## src/rtl/fifo_stream_adapter.sv

```systemverilog
// Read-side adapter behind synchronous_fifo: paces r_en, absorbs the one-cycle read latency
// in a 2-entry buffer and presents a valid/ready stream. Optional counter: FIFO_STREAM_CNT_EN.
module fifo_stream_adapter #(
   parameter int DATA_WIDTH = 8
) (
   input  logic                  clk,
   input  logic                  rst,
   input  logic                  fifo_empty,
   input  logic [DATA_WIDTH-1:0] fifo_data_out,
   output logic                  fifo_r_en,
   output logic                  m_valid,
   input  logic                  m_ready,
   output logic [DATA_WIDTH-1:0] m_data
`ifdef FIFO_STREAM_CNT_EN
   ,
   output logic [15:0]           m_count
`endif
);

   localparam logic [1:0] OCC_EMPTY = 2'd0;
   localparam logic [1:0] OCC_ONE   = 2'd1;
   localparam logic [1:0] OCC_TWO   = 2'd2;

   logic [1:0]            occ;
   logic                  inflight;
   logic [DATA_WIDTH-1:0] head_q;
   logic [DATA_WIDTH-1:0] tail_q;
   logic                  pop;
   logic [2:0]            load;

   assign pop  = m_valid && m_ready;
   assign load = {1'b0, occ} + {2'b00, inflight};

   // A pop this cycle frees a slot, so it counts as credit for a new read (no bubble on release).
   assign fifo_r_en = !rst && !fifo_empty && (load < (3'd2 + {2'b00, pop}));

   assign m_valid = (occ != OCC_EMPTY);
   assign m_data  = head_q;

   always_ff @(posedge clk) begin
      if (rst) begin
         occ      <= OCC_EMPTY;
         inflight <= 1'b0;
         head_q   <= '0;
         tail_q   <= '0;
      end else begin
         inflight <= fifo_r_en && !fifo_empty;
         case (occ)
            OCC_EMPTY: begin
               if (inflight) begin
                  head_q <= fifo_data_out;
                  occ    <= OCC_ONE;
               end
            end
            OCC_ONE: begin
               if (inflight && pop) begin
                  head_q <= fifo_data_out;
               end else if (inflight) begin
                  tail_q <= fifo_data_out;
                  occ    <= OCC_TWO;
               end else if (pop) begin
                  occ    <= OCC_EMPTY;
               end
            end
            OCC_TWO: begin
               // Pacing never issues a capture into TWO unless a pop makes room.
               if (pop) begin
                  head_q <= tail_q;
                  if (inflight) tail_q <= fifo_data_out;
                  else          occ    <= OCC_ONE;
               end
            end
            default: occ <= OCC_EMPTY;
         endcase
      end
   end

`ifdef FIFO_STREAM_CNT_EN
   always_ff @(posedge clk) begin
      if (rst)      m_count <= 16'h0000;
      else if (pop) m_count <= m_count + 16'h0001;
   end
`endif

endmodule

```

## config.mk

```make
export PLATFORM = sky130hd
export DESIGN_NAME = fifo_stream_adapter
export DESIGN_NICKNAME = d
export VERILOG_FILES = /design/src/rtl/fifo_stream_adapter.sv
export SDC_FILE = /design/constraint.sdc
export NUM_CORES = 1
export LEC_CHECK = 0
export BUFFER_PORTS_ARGS = -buffer_cell sky130_fd_sc_hd__buf_2
export CAP_MARGIN = 20
export CORE_MARGIN = 1
export CORE_UTILIZATION = 35
export DETAILED_ROUTE_END_ITERATION = 7
export PLACE_DENSITY = 0.6
export SYNTH_ARGS = -nofsm -noshare
export SYNTH_HDL_FRONTEND = slang
export SYNTH_SLANG_ARGS = --single-unit
```

## constraint.sdc

```tcl
create_clock -name clk -period 3.6 [get_ports clk]
set_input_delay 0.36 -clock clk [delete_from_list [all_inputs] [get_ports clk]]
set_output_delay 0.36 -clock clk [all_outputs]
set_load 0.005 [all_outputs]
```

==> key figures, run 1 <==
Status
  • Status: complete, no violations

Synth
  • Post-Synth Adder-Cell Area: 2.50%
  • Top post-synthesis cells by area: dfxtp_1 38%, mux2i_1 16%, a211oi_1 12%
  • Synth Register Bits: 19
  • Synth Cell Area: 1000 um^2
  • Post-synthesis simple-gate area fraction: 18.1%
  • Post-synthesis cell type count: 24
  • Synth Instances: 99
  • Largest family of logic cells by synthesized area: compound AO/OA/AOI/OAI gates
  • Syn_nets: 113
  • Post-synth top area cell: dfxtp_1
  • Count of flip-flops with a built-in enable after synthesis: 0
  • Yosys top cell area share: 38.0%
  • Synth Area per Inst: 10.1 um^2
  • Synth Area in XOR/XNOR: 0%
  • Compound-Gate Fraction of Synth Area: 19.4%
  • Top FF cell, synth: dfxtp_1
  • Post-synthesis sequential area ratio: 38.0%
  • Mux cell area share after synthesis: 17.5%
  • FFs w/ async S/R, synth: 0%
  • YS warnings: 0

Finish
  • Non-Filler Instances: 148
  • Layout cells sized above 1: 25.6%
  • Final nets: 132
  • FILL cells: 273
  • Synth-to-Final Area Change: 13.4%
  • N_diodes: 0

Clock network
  • Clock sink count: 19
  • Maximum clock path buffer count: 2
  • Root Buffer Master: clkbuf_4
  • Skew-Pair Late Insertion Delay: 290 ps
  • Hold Buf Count CTS: 0
  • CTS resizes: 0
  • H-Tree Depth: 1
  • Clk slew on worst S/H paths: 100 ps
  • CTS tree: yes
  • Setup bufs post-CTS: 0
  • CTS Buf Count: 3

Die
  • Starting Density: 36.6%
  • Area of the core: 2730 um^2
  • Die Wd: 55.4 um
  • I/O pin cnt: 22
  • Row count: 19
  • Die ar.: 3070 um^2
  • Die Height: 55.4 um

Routing
  • DR pass1 iterations: 4
  • Wire length per cell: 13.2 um
  • DRT iter0 DRCs: 6
  • Final antenna-violating net count: 0
  • WL final: 1.95 mm
  • Via density: 5.32
  • DR vias: 788
  • Residual DRC: 0

Timing
  • Clock period minus worst slack: 2090 ps
  • Final Slew Violations: 0
  • Hold Vio Cnt, Final: 0
  • Relative slew slack: 62.9%
  • Fmax: 0.478 GHz
  • Setup TNS: 0 ps
  • Worst slew pin tran: 556 ps
  • Clk_skew: 5.05 ps
  • RSZ-0062 raised after global routing: no
  • Setup violators final: 0
  • Final period util: 58.1%

Place
  • Hpwl dp: 1.40 mm
  • Number of port buffers: 21
  • Placer Congestion: 0.713
  • Post-Place Cells: 144

Worst setup path
  • Critical path fanouts, max: 8
  • CP required: 3240 ps
  • Worst Setup SP: occ[0]
  • Critical path data arrival time: 1730 ps
  • Worst r2r src: occ[0]
  • Setup CP Type: flip-flop to primary output
  • Critical path launch point type: flip-flop
  • Setup crit end kind: primary output

Power and ir drop
  • VDD IR-drop max: 0.000202 V
  • Combinational share of power: 17.4%
  • P_int: 0.301 mW
  • Switching portion of total power: 25.7%
  • Clock power frac: 25.6%
  • PwrDens: 357 nW/um^2
  • Leak: 0.488 nW
  • Net Sw Power: 0.104 mW
  • Share of power burned in registers: 57.0%

Global routing
  • Vias in the first global route: 814
  • First-pass GRT wire length: 3.39 mm
  • Initial antenna violation count: 0
  • Largest net degree at the start of global routing: 29
  • Total GRT Usage: 14.0%
  • Global route total overflow: 0

Flow run
  • Max cap viols: 0

Min path
  • Worst Hold Class: input port to flip-flop
  • Min-delay src: fifo_empty
[sequential cells by signal (all words and copies together) (netlist names)]
| name | count |
|---|---|
| m_data | 8 |
| occ | 2 |
| tail_q | 8 |
| inflight | 1 |
[per-layer routing]
layer / track usage (%) / wire [um]
met4: 6.43 / 18
met3: 3.28 / 74
met2: 25.3 / 951
met1: 15.4 / 905
met5: 0 / 0
[final timing paths]
| kind | end | cells past startpoint | slack [ps] |
|---|---|---|---|
| setup / recovery | fifo_r_en | 4 | 1510 |
| hold / removal | inflight | 2 | 240 |
| setup reg to reg | tail_q[6] | 3 | 2020 |
| hold reg to reg | tail_q[4] | 2 | 480 |
[cells in the mapped netlist, types with 2 or more instances]
cell and number:
dfxtp_1 19, nand2b_1 17, a211oi_1 16, mux2i_1 16, clkbuf_1 4, a21oi_1 3, nand3b_1 3, a2111oi_0 2
a21o_1 2, buf_2 2, ha_1 2
[critical path, cell delays in order (launching register included)]
cell and delay [ps]:
dfxtp_1 460, ha_1 260, nand3b_1 180, a2111oi_0 370, buf_2 180
[power groups by stage]
stage / sequential [mW] / clock (mW) / combinational (mW)
2_1_floorplan: 0.235 / 0 / 0.0460
3_3_place_gp: 0.235 / 0 / 0.0689
3_5_place_dp: 0.235 / 0 / 0.0714
4_1_cts: 0.231 / 0.108 / 0.0716
5_1_grt: 0.233 / 0.118 / 0.0791
6_report: 0.230 / 0.104 / 0.0703
[cells in the final DEF, fill, tap and decap left out, drive strengths merged]
master    n
nand3b    3
a2111oi   2
a21o      2
mux2i    16
o21ba     1
or2       1
a21oi     4
and3b     1
mux2      1
a211oi   16
or3       1
or3b      2
ha        2
clkinv    1
inv       1
nand2b   17
clkbuf    4
dfxtp    19
buf      21
nand2     1
or2b      1
[area by class of cell]
class                      instances  area (um^2)  area share (%)
clock buffer                       4         26.3            2.32
tap                               31         38.8            3.42
multi-input combinational         71          576            50.8
inverter                           2         7.51           0.662
timing repair buffer              21          105            9.27
sequential                        19          380            33.6
[stage by stage]
| stage | total power [mW] | instance area (um^2) | worst slack [ps] | util [%] | hold slack (ps) |
|---|---|---|---|---|---|
| after detailed placement | 0.307 | 1110 | 1810 | 40.5 | 466 |
| after global placement | 0.304 | 1110 | 1890 | 40.5 | 458 |
| final | 0.404 | 1130 | 1510 | 41.5 | 236 |
| after CTS | 0.410 | 1130 | 1480 | 41.5 | 233 |
| after floorplan | 0.281 | 1000 | 1970 | - | 443 |
| after global routing | 0.430 | 1130 | 1360 | 41.5 | 243 |
[logic make-up (layout without fill, tap and decap cells)]
kind of cell / after synthesis / count (layout)
multiplexers: 17 / 17
adder cells (fa/ha/maj): 2 / 2
buffers and inverters: 9 / 27
AND/OR/NAND/NOR: 27 / 27
AO/OA/AOI/OAI: 25 / 25
flip-flops: 19 / 19
Note: power is estimated with default switching activity, not from simulation.
==> inputs of run 2 (changes only) <==
Clock period 3.6 ns to 2.15 ns, I/O delays scaled along.
==> run 2 against run 1 <==
  * Sequential power is 68% higher
  * Power is 68% higher
  * Core utilization unchanged
  * Critical endpoint unchanged
  * First-iteration DRC count increased by 83%
  * Register-to-register slack worse by 1400 ps
==> key figures, run 2 (same netlist as run 1, synthesis figures left out) <==
Min path
  • Min-delay src: fifo_empty
  • Worst Hold Class: input port to flip-flop

Finish
  • FILL cells: 273
  • N_diodes: 0
  • Area of the multi-input gates: 576 um^2
  • Final nets: 132
  • Commonest non-fill, non-tap cells in the layout: 21 x buf_2, 19 x dfxtp_1, 17 x nand2b_1, 16 x mux2i_1, 16 x a211oi_1
  • Finished Core Util: 41.5%
  • Sequential cell area: 380 um^2
  • Most common cell after layout, fill and taps aside: buf_2
  • Synth-to-Final Area Change: 13.4%
  • Layout cells sized above 1: 25.6%

Routing
  • WL final: 1.97 mm
  • Residual DRC: 0
  • Wire length per cell: 13.3 um
  • DRT iter0 DRCs: 11
  • Via density: 5.27
  • Final antenna-violating net count: 0
  • DR pass1 iterations: 4
  • DR vias: 780

Worst setup path
  • Setup crit end kind: primary output
  • Critical path launch point type: flip-flop
  • R2R setup slack: 580 ps
  • CP Capture Point: fifo_r_en
  • Delay-heaviest family, CP: flip-flops
  • CP bufs+invs: 1
  • Cells along the critical path: ha_1, nand3b_1, a2111oi_0, buf_2
  • Critical Path Max Stage Delay: 470 ps
  • Worst Setup SP: inflight
  • Critical path fanouts, max: 8
  • Reg2reg end: tail_q[2]
  • Slowest stage cell, crit path: dfxtp_1
  • Setup CP Type: flip-flop to primary output
  • Critical path data arrival time: 1770 ps
  • Critical path depth: 4
  • CP required: 1930 ps
  • Worst r2r src: occ[0]
  • R2R cell count: 3

Clock network
  • CTS resizes: 0
  • CTS Buf Count: 3
  • Skew-Pair Late Insertion Delay: 290 ps
  • Root Buffer Master: clkbuf_4
  • Hold Buf Count CTS: 0
  • Clock sink count: 19
  • Setup bufs post-CTS: 0
  • H-Tree Depth: 1
  • Maximum clock path buffer count: 2
  • CTS tree: yes
  • Clk slew on worst S/H paths: 110 ps

Power and ir drop
  • Overall Power: 0.681 mW
  • Combinational share of power: 17.3%
  • VDD IR-drop max: 0.000357 V
  • Clock power frac: 25.8%
  • Net Sw Power: 0.177 mW
  • PwrDens: 600 nW/um^2
  • Leak: 0.488 nW
  • P_int: 0.503 mW
  • Share of power burned in registers: 56.9%
  • Switching portion of total power: 26.0%

Global routing
  • Largest net degree at the start of global routing: 29
  • Initial antenna violation count: 0
  • First-pass GRT wire length: 3.44 mm
  • Total GRT Usage: 14.0%
  • Global route total overflow: 0
  • Vias in the first global route: 815

Timing
  • Hold Vio Cnt, Final: 0
  • Clock period minus worst slack: 1980 ps
  • Final Slew Violations: 0
  • Final period util: 92.2%
  • Setup TNS: 0 ps
  • Setup violators final: 0
  • RSZ-0062 raised after global routing: no
  • Final setup margin: 169 ps
  • Fmax: 0.505 GHz
  • Worst slew pin tran: 555 ps
  • Clk_skew: 3.94 ps
  • Relative slew slack: 63.0%

Die
  • Area of the core: 2730 um^2
  • Row count: 19
  • Die Height: 55.4 um
  • I/O pin cnt: 22
  • Die ar.: 3070 um^2
  • Starting Density: 36.6%
  • Die Wd: 55.4 um

Flow run
  • Max cap viols: 0

Place
  • Number of port buffers: 21
  • Placer Congestion: 0.715
  • Post-Place Worst Slack: 501 ps
  • Hpwl dp: 1.34 mm

Status
  • Status: complete, no violations
==> run 2: cell counts in the layout (fill, tap and decap cells not counted) <==
Identical to the previous run, type by type.
==> run 2: worst min path at each step <==
stage | slack [ps] | endpoint | cells past startpoint
after global placement | 400 | inflight | 2
after CTS | 90 | inflight | 2
after global routing | 100 | inflight | 2
after floorplan | 300 | inflight | 1
after detailed placement | 410 | inflight | 2
final | 100 | inflight | 2
==> run 2: power by group through the flow <==
| stage | sequential, mW | clock (mW) | combinational, mW |
|---|---|---|---|
| after detailed placement | 0.395 | 0 | 0.117 |
| after global placement | 0.394 | 0 | 0.115 |
| after global routing | 0.391 | 0.200 | 0.132 |
| after floorplan | 0.393 | 0 | 0.0771 |
| after CTS | 0.387 | 0.182 | 0.118 |
| final | 0.387 | 0.176 | 0.117 |
==> run 2: layout make-up <==
cell class / count / share of cell area [%]
Multi-Input combinational cell: 71 / 50.8
Sequential cell: 19 / 33.6
Timing Repair Buffer: 21 / 9.27
Tap cell: 31 / 3.42
Clock buffer: 4 / 2.32
Inverter: 2 / 0.662
==> run 2: routing by layer <==
metal  share of wire [%]  GRT usage (%)
met3                 3.4           2.81
met5                   0              0
met4                0.46           4.29
met2                  48           25.0
met1                  48           16.7
==> run 2: per-stage QoR <==
stage	instance area [um^2]	cells	hold WS, ps
floorplan	1000	99	298
global placement	1110	144	400
detailed placement	1110	144	406
CTS	1130	148	89.5
global route	1130	148	97.1
finish	1130	148	95.5
